--- config.mk ---
export PLATFORM = sky130hd
export DESIGN_NAME = pacman_scoreboard_flat
export DESIGN_NICKNAME = d
export VERILOG_FILES = /design/src/rtl/pacman_scoreboard_if.sv /design/src/rtl/pacman_scoreboard.sv /design/src/flat_wrapper.sv
export SDC_FILE = /design/constraint.sdc
export NUM_CORES = 1
export LEC_CHECK = 0
export CAP_MARGIN = 20
export CORE_MARGIN = 8
export CORE_UTILIZATION = 50
export DETAILED_ROUTE_END_ITERATION = 7
export GPL_TIMING_DRIVEN = 0
export HOLD_SLACK_MARGIN = 0.02
export PLACE_DENSITY = 0.73
export SYNTH_ARGS = -nofsm -noshare
export SYNTH_HDL_FRONTEND = slang
export SYNTH_SLANG_ARGS = --single-unit
--- constraint.sdc ---
create_clock -name clk -period 10.1 [get_ports clk]
set_input_delay 1.01 -clock clk [delete_from_list [all_inputs] [get_ports clk]]
set_output_delay 1.01 -clock clk [all_outputs]
set_load 0.02 [all_outputs]
--- src/rtl/pacman_scoreboard_if.sv ---
// ============================================================================
// Module      : pacman_scoreboard_if
// Description : Bundles the scoreboard's board inputs and its HUD/status outputs.
// Revision    : 1.0 - initial release
// ============================================================================
`default_nettype none

interface pacman_scoreboard_if #(
    parameter int WIDTH   = 8,
    parameter int HEIGHT  = 8,
    parameter int SCORE_W = 16,
    parameter int TIMER_W = 16,
    parameter int CNT_W   = $clog2(WIDTH*HEIGHT+1)
);
    logic [WIDTH-1:0][HEIGHT-1:0] candies;
    logic                         catch;
    logic [SCORE_W-1:0]           score;
    logic [CNT_W-1:0]             candies_left;
    logic [TIMER_W-1:0]           time_left;
    logic [1:0]                   state;
    logic                         eat_pulse;
    logic                         game_over;

    modport master (
        output candies, catch,
        input  score, candies_left, time_left, state, eat_pulse, game_over
    );

    modport slave (
        input  candies, catch,
        output score, candies_left, time_left, state, eat_pulse, game_over
    );
endinterface

`default_nettype wire

--- src/rtl/pacman_scoreboard.sv ---
// ============================================================================
// Module      : pacman_scoreboard
// Description : Score, candy count, countdown timer and win/lose FSM for the Pac-Man grid.
// Revision    : 1.0 - initial release
// ============================================================================
`default_nettype none

module pacman_scoreboard #(
    parameter int WIDTH      = 8,
    parameter int HEIGHT     = 8,
    parameter int SCORE_W    = 16,
    parameter int POINTS     = 10,
    parameter int TIMER_W    = 16,
    parameter int TIME_LIMIT = 1000,
    parameter int CNT_W      = $clog2(WIDTH*HEIGHT+1)
) (
    input  wire logic          clk,
    input  wire logic          reset,
    pacman_scoreboard_if.slave bus
);

    localparam int N     = WIDTH * HEIGHT;
    localparam int SUM_W = SCORE_W + CNT_W + $clog2(POINTS + 1);

    localparam logic [SUM_W-1:0]   c_score_max  = SUM_W'({SCORE_W{1'b1}});
    localparam logic [SUM_W-1:0]   c_points     = SUM_W'(POINTS);
    localparam logic [TIMER_W-1:0] c_time_limit = TIMER_W'(TIME_LIMIT);
    localparam bit                 c_timer_on   = (TIME_LIMIT != 0);

    typedef enum logic [1:0] {
        ST_LOAD = 2'b00,
        ST_PLAY = 2'b01,
        ST_WON  = 2'b10,
        ST_LOST = 2'b11
    } state_t;

    state_t             r_state;
    logic [N-1:0]       r_prev;
    logic [SCORE_W-1:0] r_score;
    logic [CNT_W-1:0]   r_left;
    logic [TIMER_W-1:0] r_time;
    logic               r_pulse;
    logic               r_over;

    logic [N-1:0]       w_cur;
    logic [CNT_W-1:0]   w_eaten;
    logic [CNT_W-1:0]   w_load_cnt;
    logic [SUM_W-1:0]   w_sum;
    logic [SCORE_W-1:0] w_score_next;
    logic [CNT_W-1:0]   w_left_next;
    logic [TIMER_W-1:0] w_time_next;
    logic               w_timeout;
    state_t             w_play_next;

    function automatic logic [CNT_W-1:0] popcount(input logic [N-1:0] v);
        logic [CNT_W-1:0] c;
        c = '0;
        for (int i = 0; i < N; i++) begin
            c = c + CNT_W'(v[i]);
        end
        return c;
    endfunction

    assign w_cur      = bus.candies;
    // Only 1->0 transitions count as eats; a candy reappearing is ignored.
    assign w_eaten    = popcount(r_prev & ~w_cur);
    assign w_load_cnt = popcount(w_cur);

    assign w_sum        = SUM_W'(r_score) + c_points * SUM_W'(w_eaten);
    assign w_score_next = (w_sum > c_score_max) ? {SCORE_W{1'b1}} : w_sum[SCORE_W-1:0];
    assign w_left_next  = (w_eaten >= r_left) ? '0 : (r_left - w_eaten);
    assign w_time_next  = (c_timer_on && (r_time != '0)) ? (r_time - 1'b1) : r_time;
    assign w_timeout    = c_timer_on && (r_time == TIMER_W'(1));

    // Catch beats a cleared board, which beats the timeout.
    always_comb begin
        w_play_next = ST_PLAY;
        if (bus.catch) begin
            w_play_next = ST_LOST;
        end else if (w_left_next == '0) begin
            w_play_next = ST_WON;
        end else if (w_timeout) begin
            w_play_next = ST_LOST;
        end
    end

    always_ff @(posedge clk or posedge reset) begin
        if (reset) begin
            r_state <= ST_LOAD;
            r_prev  <= '0;
            r_score <= '0;
            r_left  <= '0;
            r_time  <= c_time_limit;
            r_pulse <= 1'b0;
            r_over  <= 1'b0;
        end else begin
            case (r_state)
                ST_LOAD: begin
                    r_prev  <= w_cur;
                    r_left  <= w_load_cnt;
                    r_time  <= c_time_limit;
                    r_state <= ST_PLAY;
                end
                ST_PLAY: begin
                    r_prev  <= w_cur;
                    r_score <= w_score_next;
                    r_left  <= w_left_next;
                    r_time  <= w_time_next;
                    r_state <= w_play_next;
                    // The pulse is suppressed on the edge that ends the game.
                    r_pulse <= (w_eaten != '0) && (w_play_next == ST_PLAY);
                    r_over  <= (w_play_next != ST_PLAY);
                end
                default: begin
                    r_pulse <= 1'b0;
                end
            endcase
        end
    end

    assign bus.score        = r_score;
    assign bus.candies_left = r_left;
    assign bus.time_left    = r_time;
    assign bus.state        = r_state;
    assign bus.eat_pulse    = r_pulse;
    assign bus.game_over    = r_over;

endmodule

`default_nettype wire

--- src/flat_wrapper.sv ---
// flat-port wrapper written by rule: the top's interface ports become plain ports
module pacman_scoreboard_flat 
#(
    parameter int WIDTH      = 8,
    parameter int HEIGHT     = 8,
    parameter int SCORE_W    = 16,
    parameter int POINTS     = 10,
    parameter int TIMER_W    = 16,
    parameter int TIME_LIMIT = 1000,
    parameter int CNT_W      = $clog2(WIDTH*HEIGHT+1)
)
  (clk, reset, bus_candies, bus_catch, bus_score, bus_candies_left, bus_time_left, bus_state, bus_eat_pulse, bus_game_over);
  pacman_scoreboard_if #(.WIDTH(WIDTH), .HEIGHT(HEIGHT), .SCORE_W(SCORE_W), .TIMER_W(TIMER_W), .CNT_W(CNT_W)) bus_i ();
  input  wire logic clk;
  input  wire logic reset;
  input wire logic [$bits(bus_i.candies)-1:0] bus_candies;
  input wire logic [$bits(bus_i.catch)-1:0] bus_catch;
  output wire logic [$bits(bus_i.score)-1:0] bus_score;
  output wire logic [$bits(bus_i.candies_left)-1:0] bus_candies_left;
  output wire logic [$bits(bus_i.time_left)-1:0] bus_time_left;
  output wire logic [$bits(bus_i.state)-1:0] bus_state;
  output wire logic [$bits(bus_i.eat_pulse)-1:0] bus_eat_pulse;
  output wire logic [$bits(bus_i.game_over)-1:0] bus_game_over;
  assign bus_i.candies = bus_candies;
  assign bus_i.catch = bus_catch;
  assign bus_score = bus_i.score;
  assign bus_candies_left = bus_i.candies_left;
  assign bus_time_left = bus_i.time_left;
  assign bus_state = bus_i.state;
  assign bus_eat_pulse = bus_i.eat_pulse;
  assign bus_game_over = bus_i.game_over;
  pacman_scoreboard #(.WIDTH(WIDTH), .HEIGHT(HEIGHT), .SCORE_W(SCORE_W), .POINTS(POINTS), .TIMER_W(TIMER_W), .TIME_LIMIT(TIME_LIMIT), .CNT_W(CNT_W)) u_core (.clk(clk), .reset(reset), .bus(bus_i));
endmodule
==> out/results.ini, run 1 <==
[global_route]
antenna_found_initial = 0
grt.total_usage = 0.192
grt_overflow = 0
grt_pass1_vias = 6774
grt_first_pass_wirelength_um = 34000
grt_max_degree = 65

[critical_path]
crit_type = in -> reg
cp_slowest_stage_delay_ps = 570
r2r_cells = 32
start_kind = input pin
reg2reg_to = u_core.bus.score[6]$_DFFE_PP0P_
crit_path_end_kind = flip-flop
reg2reg_from = u_core.r_prev[0]$_DFFE_PP0P_
arrival_ps = 10030
cp.required_ps = 10330
path_common_cell = fa_1
rrSetupSlack_ps = 920
cp_slowest_cell = fa_1
critPathMaxFanout = 6

[final_layout]
final_common_cell = inv_1
layout-drive-gt1-share = 0.106
diodes = 0
stdcell_count = 1234
area_growth_pct = 21.8
layout_common_cells = 151 x inv_1, 108 x fa_1, 106 x clkdlybuf4s50_1
nNetsFinal = 1237

[worst_hold_path]
hold_start = u_core.bus.score[0]$_DFFE_PP0P_
hold_path_end = u_core.bus.score[0]$_DFFE_PP0P_
hold_path_class = reg -> reg
hold_depth = 1

[die]
rows = 49
die_h_um = 150
core-area_sq_mm = 0.0178
die_width_um = 150
initial_core_util = 0.506
dieArea_sq_mm = 0.0225
ios = 110

[drt]
drtIter0Drc = 319
dr.pass1.iters = 5
vias_per_cell = 5.19
wire_per_inst_um = 16.6
routed_wl_um = 20500
num_vias = 6401
ant_nets = 0
drc = 0

[sta]
finalCritPeriodShare = 0.971
fin_crit_ps = 9810
maxSlewHeadroom = 0.431
tightest_slew_ps = 854
maxSlewViolCount = 0
tns_ps = 0
clock_skew_ps = 9.80
final-hold-violation-count = 0
fmax_ghz = 0.102
setup_violations = 0

[placement]
gp_congestion = 0.893
io_buffer_count = 109
place_inst = 1208
dp_hpwl_um = 16200

[clock_tree]
clk_pin_slew_ps = 70
h-tree-depth = 3
hold_buffers = 0
clk_latency_ps = 360
cts_tree = yes
clock_path_buffers = 2
cts_root_buf = clkbuf_16
cts_made_buffers = 9
clock-sinks = 107

[yosys]
synth_seq_cells = 107
ys_async_sr_fraction = 1.00
syn_area_per_cell_sq_um = 10.3
yosysUniqueCellTypes = 59
syn_inst = 869
synth_nets = 1105
synth_edf_count = 0
yosysWarnings = 0
syn-cell-area_sq_mm = 0.00899
synthFlopType = dfrtp_1
synth-seq-area-share = 0.299

[flow_run]
cap_violations = 0

[run_status]
status = completed

-- layout make-up --
| cell class | count | area, sq um |
|---|---|---|
| Sequential cell | 107 | 2690 |
| Clock buffer | 11 | 243 |
| Inverter | 156 | 593 |
| Tap cell | 229 | 287 |
| Timing Repair Buffer | 121 | 1210 |
| Fill cell | 1487 | 6830 |
| Buffer | 22 | 98.8 |
| Multi-Input combinational cell | 584 | 5760 |
| Clock inverter | 4 | 73.8 |
-- kinds of logic (layout without fill, tap and decap cells) --
logic type / after synthesis / after routing / share of synthesized area
mux: 37 / 37 / 0.0465
xor+xnor: 31 / 31 / 0.0340
fa+ha+maj: 172 / 172 / 0.332
simple gates: 210 / 210 / 0.118
compound gates: 134 / 134 / 0.0949
buf+inv: 178 / 314 / 0.0760
flops: 107 / 107 / 0.299
-- stage by stage --
stage / utilization / worst slack [ps] / instance area, sq um / hold slack, ps
floorplan: - / 440 / 8990 / 442
detailed placement: 0.585 / -989 / 10400 / 452
global placement: 0.583 / -938 / 10400 / 448
finish: 0.616 / 294 / 10900 / 468
global route: 0.616 / -71.4 / 10900 / 484
CTS: 0.609 / 11.6 / 10800 / 474
-- metal layers --
layer / part of all wire / GRT usage / vias to the layer above / wire (um)
met3: 0.040 / 0.0305 / 21 / 820
li1: - / - / 3070 / -
met4: 0.016 / 0.0525 / 0 / 323
met5: 0 / 0 / - / 0
met2: 0.50 / 0.323 / 125 / 10200
met1: 0.45 / 0.253 / 3185 / 9140
-- critical path, delay by kind of cell --
kind	cells	cell delay [ps]
and+or+nand+nor	4	720
buffers and inverters	6	900
adders and majority gates	13	5610
AOI/OAI and AO/OA	8	1400
xor gates and xnor gates	2	340
-- registers in the layout (all words and copies together), names as in the netlist --
signal and count:
u_core.bus.candies_left 7, u_core.bus.eat_pulse 1, u_core.bus.game_over 1, u_core.bus.score 16
u_core.bus.state 2, u_core.bus.time_left 16, u_core.r_prev 64
-- worst max path at each step --
| stage | cells after the start | endpoint | start | slack, ps |
|---|---|---|---|---|
| floorplan | 32 | u_core.bus.score[2]$_DFFE_PP0P_ | bus_candies[0] | 440 |
| global placement | 33 | u_core.bus.score[10]$_DFFE_PP0P_ | bus_candies[0] | -940 |
| detailed placement | 32 | u_core.bus.score[6]$_DFFE_PP0P_ | bus_candies[1] | -990 |
| CTS | 33 | u_core.bus.score[6]$_DFFE_PP0P_ | bus_candies[1] | 10 |
| global route | 35 | u_core.bus.score[10]$_DFFE_PP0P_ | bus_candies[54] | -70 |
| finish | 33 | u_core.bus.score[6]$_DFFE_PP0P_ | bus_candies[18] | 290 |
-- cell usage after synthesis (all sizes together) (4+ instances only) --
cell    count  share of area
xnor2      19          0.021
or3         4         0.0028
nand2b     26          0.018
a21o        9         0.0075
nor2       25          0.010
dfstp       6          0.018
ha         58          0.081
nand2      77          0.032
nor3        8         0.0045
nand3      16         0.0089
clkbuf     18         0.0075
a311oi      5         0.0049
dfrtp     101           0.28
xor2       12          0.013
mux2       35          0.044
a21oi      25          0.014
buf         4         0.0028
and3        4         0.0028
a31oi       8         0.0063
o21ai      55          0.031
o211ai     10         0.0089
fa        111           0.25
inv       155          0.065
a22oi       4         0.0049
nor2b      33          0.023
-- what timing repair did --
action	CTS	global route
setup buffers	6	4
gates resized for setup	14	19
endpoints found under the setup margin	16	16
gates cloned	0	1
pin swaps	7	21
Power of run 1 is left out: the tool's default activity adds up to more than one toggle a clock period on the data nets, which glitch-free logic cannot reach.
==> run 2, diff against run 1 <==
ABC_AREA = 1   (was not set)
==> out/results.ini, run 2 <==
[drt]
vias_per_cell = 5.08
drc = 0
ant_nets = 0
routed_wl_um = 21500
dr.pass1.iters = 5
wire_per_inst_um = 15.5
num_vias = 7063
drtIter0Drc = 384

[critical_path]
crit_path_end_kind = flip-flop
setup.worst_path.end = u_core.bus.score[15]$_DFFE_PP0P_
arrival_ps = 9910
r2r_cells = 38
path_common_cell = fa_1
crit_type = in -> reg
cp_slowest_stage_delay_ps = 600
cp.required_ps = 10400
rrSetupSlack_ps = 1130
startpoint = bus_candies[30]
start_kind = input pin
cp_slowest_cell = fa_1
reg2reg_from = u_core.r_prev[0]$_DFFE_PP0P_
reg2reg_to = u_core.bus.score[15]$_DFFE_PP0P_
critPathMaxFanout = 4

[sta]
setup_violations = 0
finalCritPeriodShare = 0.951
fmax_ghz = 0.104
maxSlewHeadroom = 0.559
tightest_slew_ps = 661
clock_skew_ps = 11.5
fin_crit_ps = 9610
maxSlewViolCount = 0
rsz0062_at_grt = no
final-hold-violation-count = 0

[final_layout]
stdcell_count = 1389
post-route-util = 0.609
layout-drive-gt1-share = 0.0621
nNetsFinal = 1391
diodes = 0
layout_common_cells = 233 x inv_1, 184 x nand2_1, 109 x fa_1
regMostFlops = u_core.r_prev
final_common_cell = inv_1
area_growth_pct = 20.1
largest_reg_flops = 64

[yosys]
synth_nets = 1268
synth_edf_count = 0
syn_inst = 1032
yosysUniqueCellTypes = 43
yosys.cell_count.top_type = inv_1
yosysWarnings = 0
synthXorXnorAreaFrac = 0.0135
ys_async_sr_fraction = 1.00
synthFlopType = dfrtp_1
synth-seq-area-share = 0.297
synth_area_leader_cell = dfrtp_1
synth-compound-area-share = 0.0921
synth.area.mux_share = 0.00221
yosys.area_share.adder = 0.326
yosys.area_share.simple = 0.160
synth_area_leaders = dfrtp_1 28%, fa_1 25%, inv_1 9.8%, ha_1 8.0%, nand2_1 7.6%
syn-cell-area_sq_mm = 0.00905
synth_seq_cells = 107
syn_area_per_cell_sq_um = 8.77
synth_commonest_cells = 237 x inv_1, 184 x nand2_1, 111 x fa_1
yosysTopAreaCellShare = 0.279
synth_top_family_by_area = adder cells

[die]
rows = 49
ios = 110
initial_core_util = 0.507
die_h_um = 151
core-area_sq_mm = 0.0178
die_width_um = 151
dieArea_sq_mm = 0.0227

[global_route]
grt_pass1_vias = 7384
grt_first_pass_wirelength_um = 36200
antenna_found_initial = 0
grt_overflow = 0
grt.total_usage = 0.201
grt_max_degree = 65

[clock_tree]
h-tree-depth = 3
cts_root_buf = clkbuf_16
clock_path_buffers = 2
cts_made_buffers = 9
cts_tree = yes
clock-sinks = 107
clk_pin_slew_ps = 80
clk_latency_ps = 360
hold_buffers = 0

[run_status]
status = completed

[placement]
io_buffer_count = 109
dp_hpwl_um = 17300
place_inst = 1371
gp_congestion = 0.872

[worst_hold_path]
hold_path_class = reg -> reg
hold_depth = 2

[flow_run]
cap_violations = 0

[run 2: worst min-delay path by stage]
stage,start,end,slack [ps]
after floorplan,u_core.r_prev[10]$_DFFE_PP0P_,u_core.r_prev[10]$_DFFE_PP0P_,450
after global placement,u_core.bus.score[0]$_DFFE_PP0P_,u_core.bus.score[0]$_DFFE_PP0P_,440
after detailed placement,u_core.bus.score[0]$_DFFE_PP0P_,u_core.bus.score[0]$_DFFE_PP0P_,450
after CTS,u_core.bus.score[0]$_DFFE_PP0P_,u_core.bus.score[0]$_DFFE_PP0P_,470
after global routing,u_core.bus.score[0]$_DFFE_PP0P_,u_core.bus.score[0]$_DFFE_PP0P_,500
final,u_core.bus.score[0]$_DFFE_PP0P_,u_core.bus.score[0]$_DFFE_PP0P_,470
[run 2: cell type report]
class                      count  area [sq um]
buffer                        21          95.1
fill                        1495          6970
timing repair buffer         112          1140
clock inverter                 5           103
inverter                     239           900
clock buffer                  11           233
sequential                   107          2690
multi-input combinational    665          5430
tap                          229           287
[run 2: worst max-delay path, delay by kind of cell]
kind | cells | cell delay (ps)
fa+ha+maj | 13 | 5690
simple gates | 12 | 1430
buf+inv | 6 | 900
compound gates | 5 | 700
xor+xnor | 1 | 160
[run 2: cell families (layout without fill, tap and decap cells)]
| kind of cell | count (synthesis) | count (layout) |
|---|---|---|
| AND/OR/NAND/NOR | 332 | 332 |
| XOR/XNOR | 14 | 14 |
| buffers and inverters | 260 | 388 |
| adder cells (fa/ha/maj) | 169 | 169 |
| AO/OA/AOI/OAI | 148 | 148 |
| flip-flops | 107 | 107 |
| multiplexers | 2 | 2 |
[run 2: through the flow]
step	TNS, ps	hold WS [ps]	area (sq um)	setup WS (ps)
3_5_place_dp	-5320	454	10500	-472
3_3_place_gp	-3560	445	10400	-349
2_1_floorplan	0	450	9050	896
4_1_cts	0	472	10800	6.89
5_1_grt	0	502	10900	14.2
6_report	0	466	10900	495
[run 2: metal layers]
layer  up-vias  global-route usage  part of all wire
met5         -                   0                 0
met4         0              0.0675             0.020
met3        28              0.0198             0.032
met2       153               0.342              0.50
met1      3467               0.265              0.44
li1       3415                   -                 -
[run 2: timing repair]
item	4_1_cts	5_1_grt
pin swaps	0	7
gates cloned	0	0
endpoints found under the setup margin	9	16
setup buffers	0	2
gates resized for setup	2	13
Power of run 2 is left out for the same reason.
==> run 3, diff against run 2 <==
ABC_AREA = not set   (was 1)
==> results of run 3 <==
No change in the layout: final DEF, timing and power equal those of run 1.
Power of run 3 is left out for the same reason.
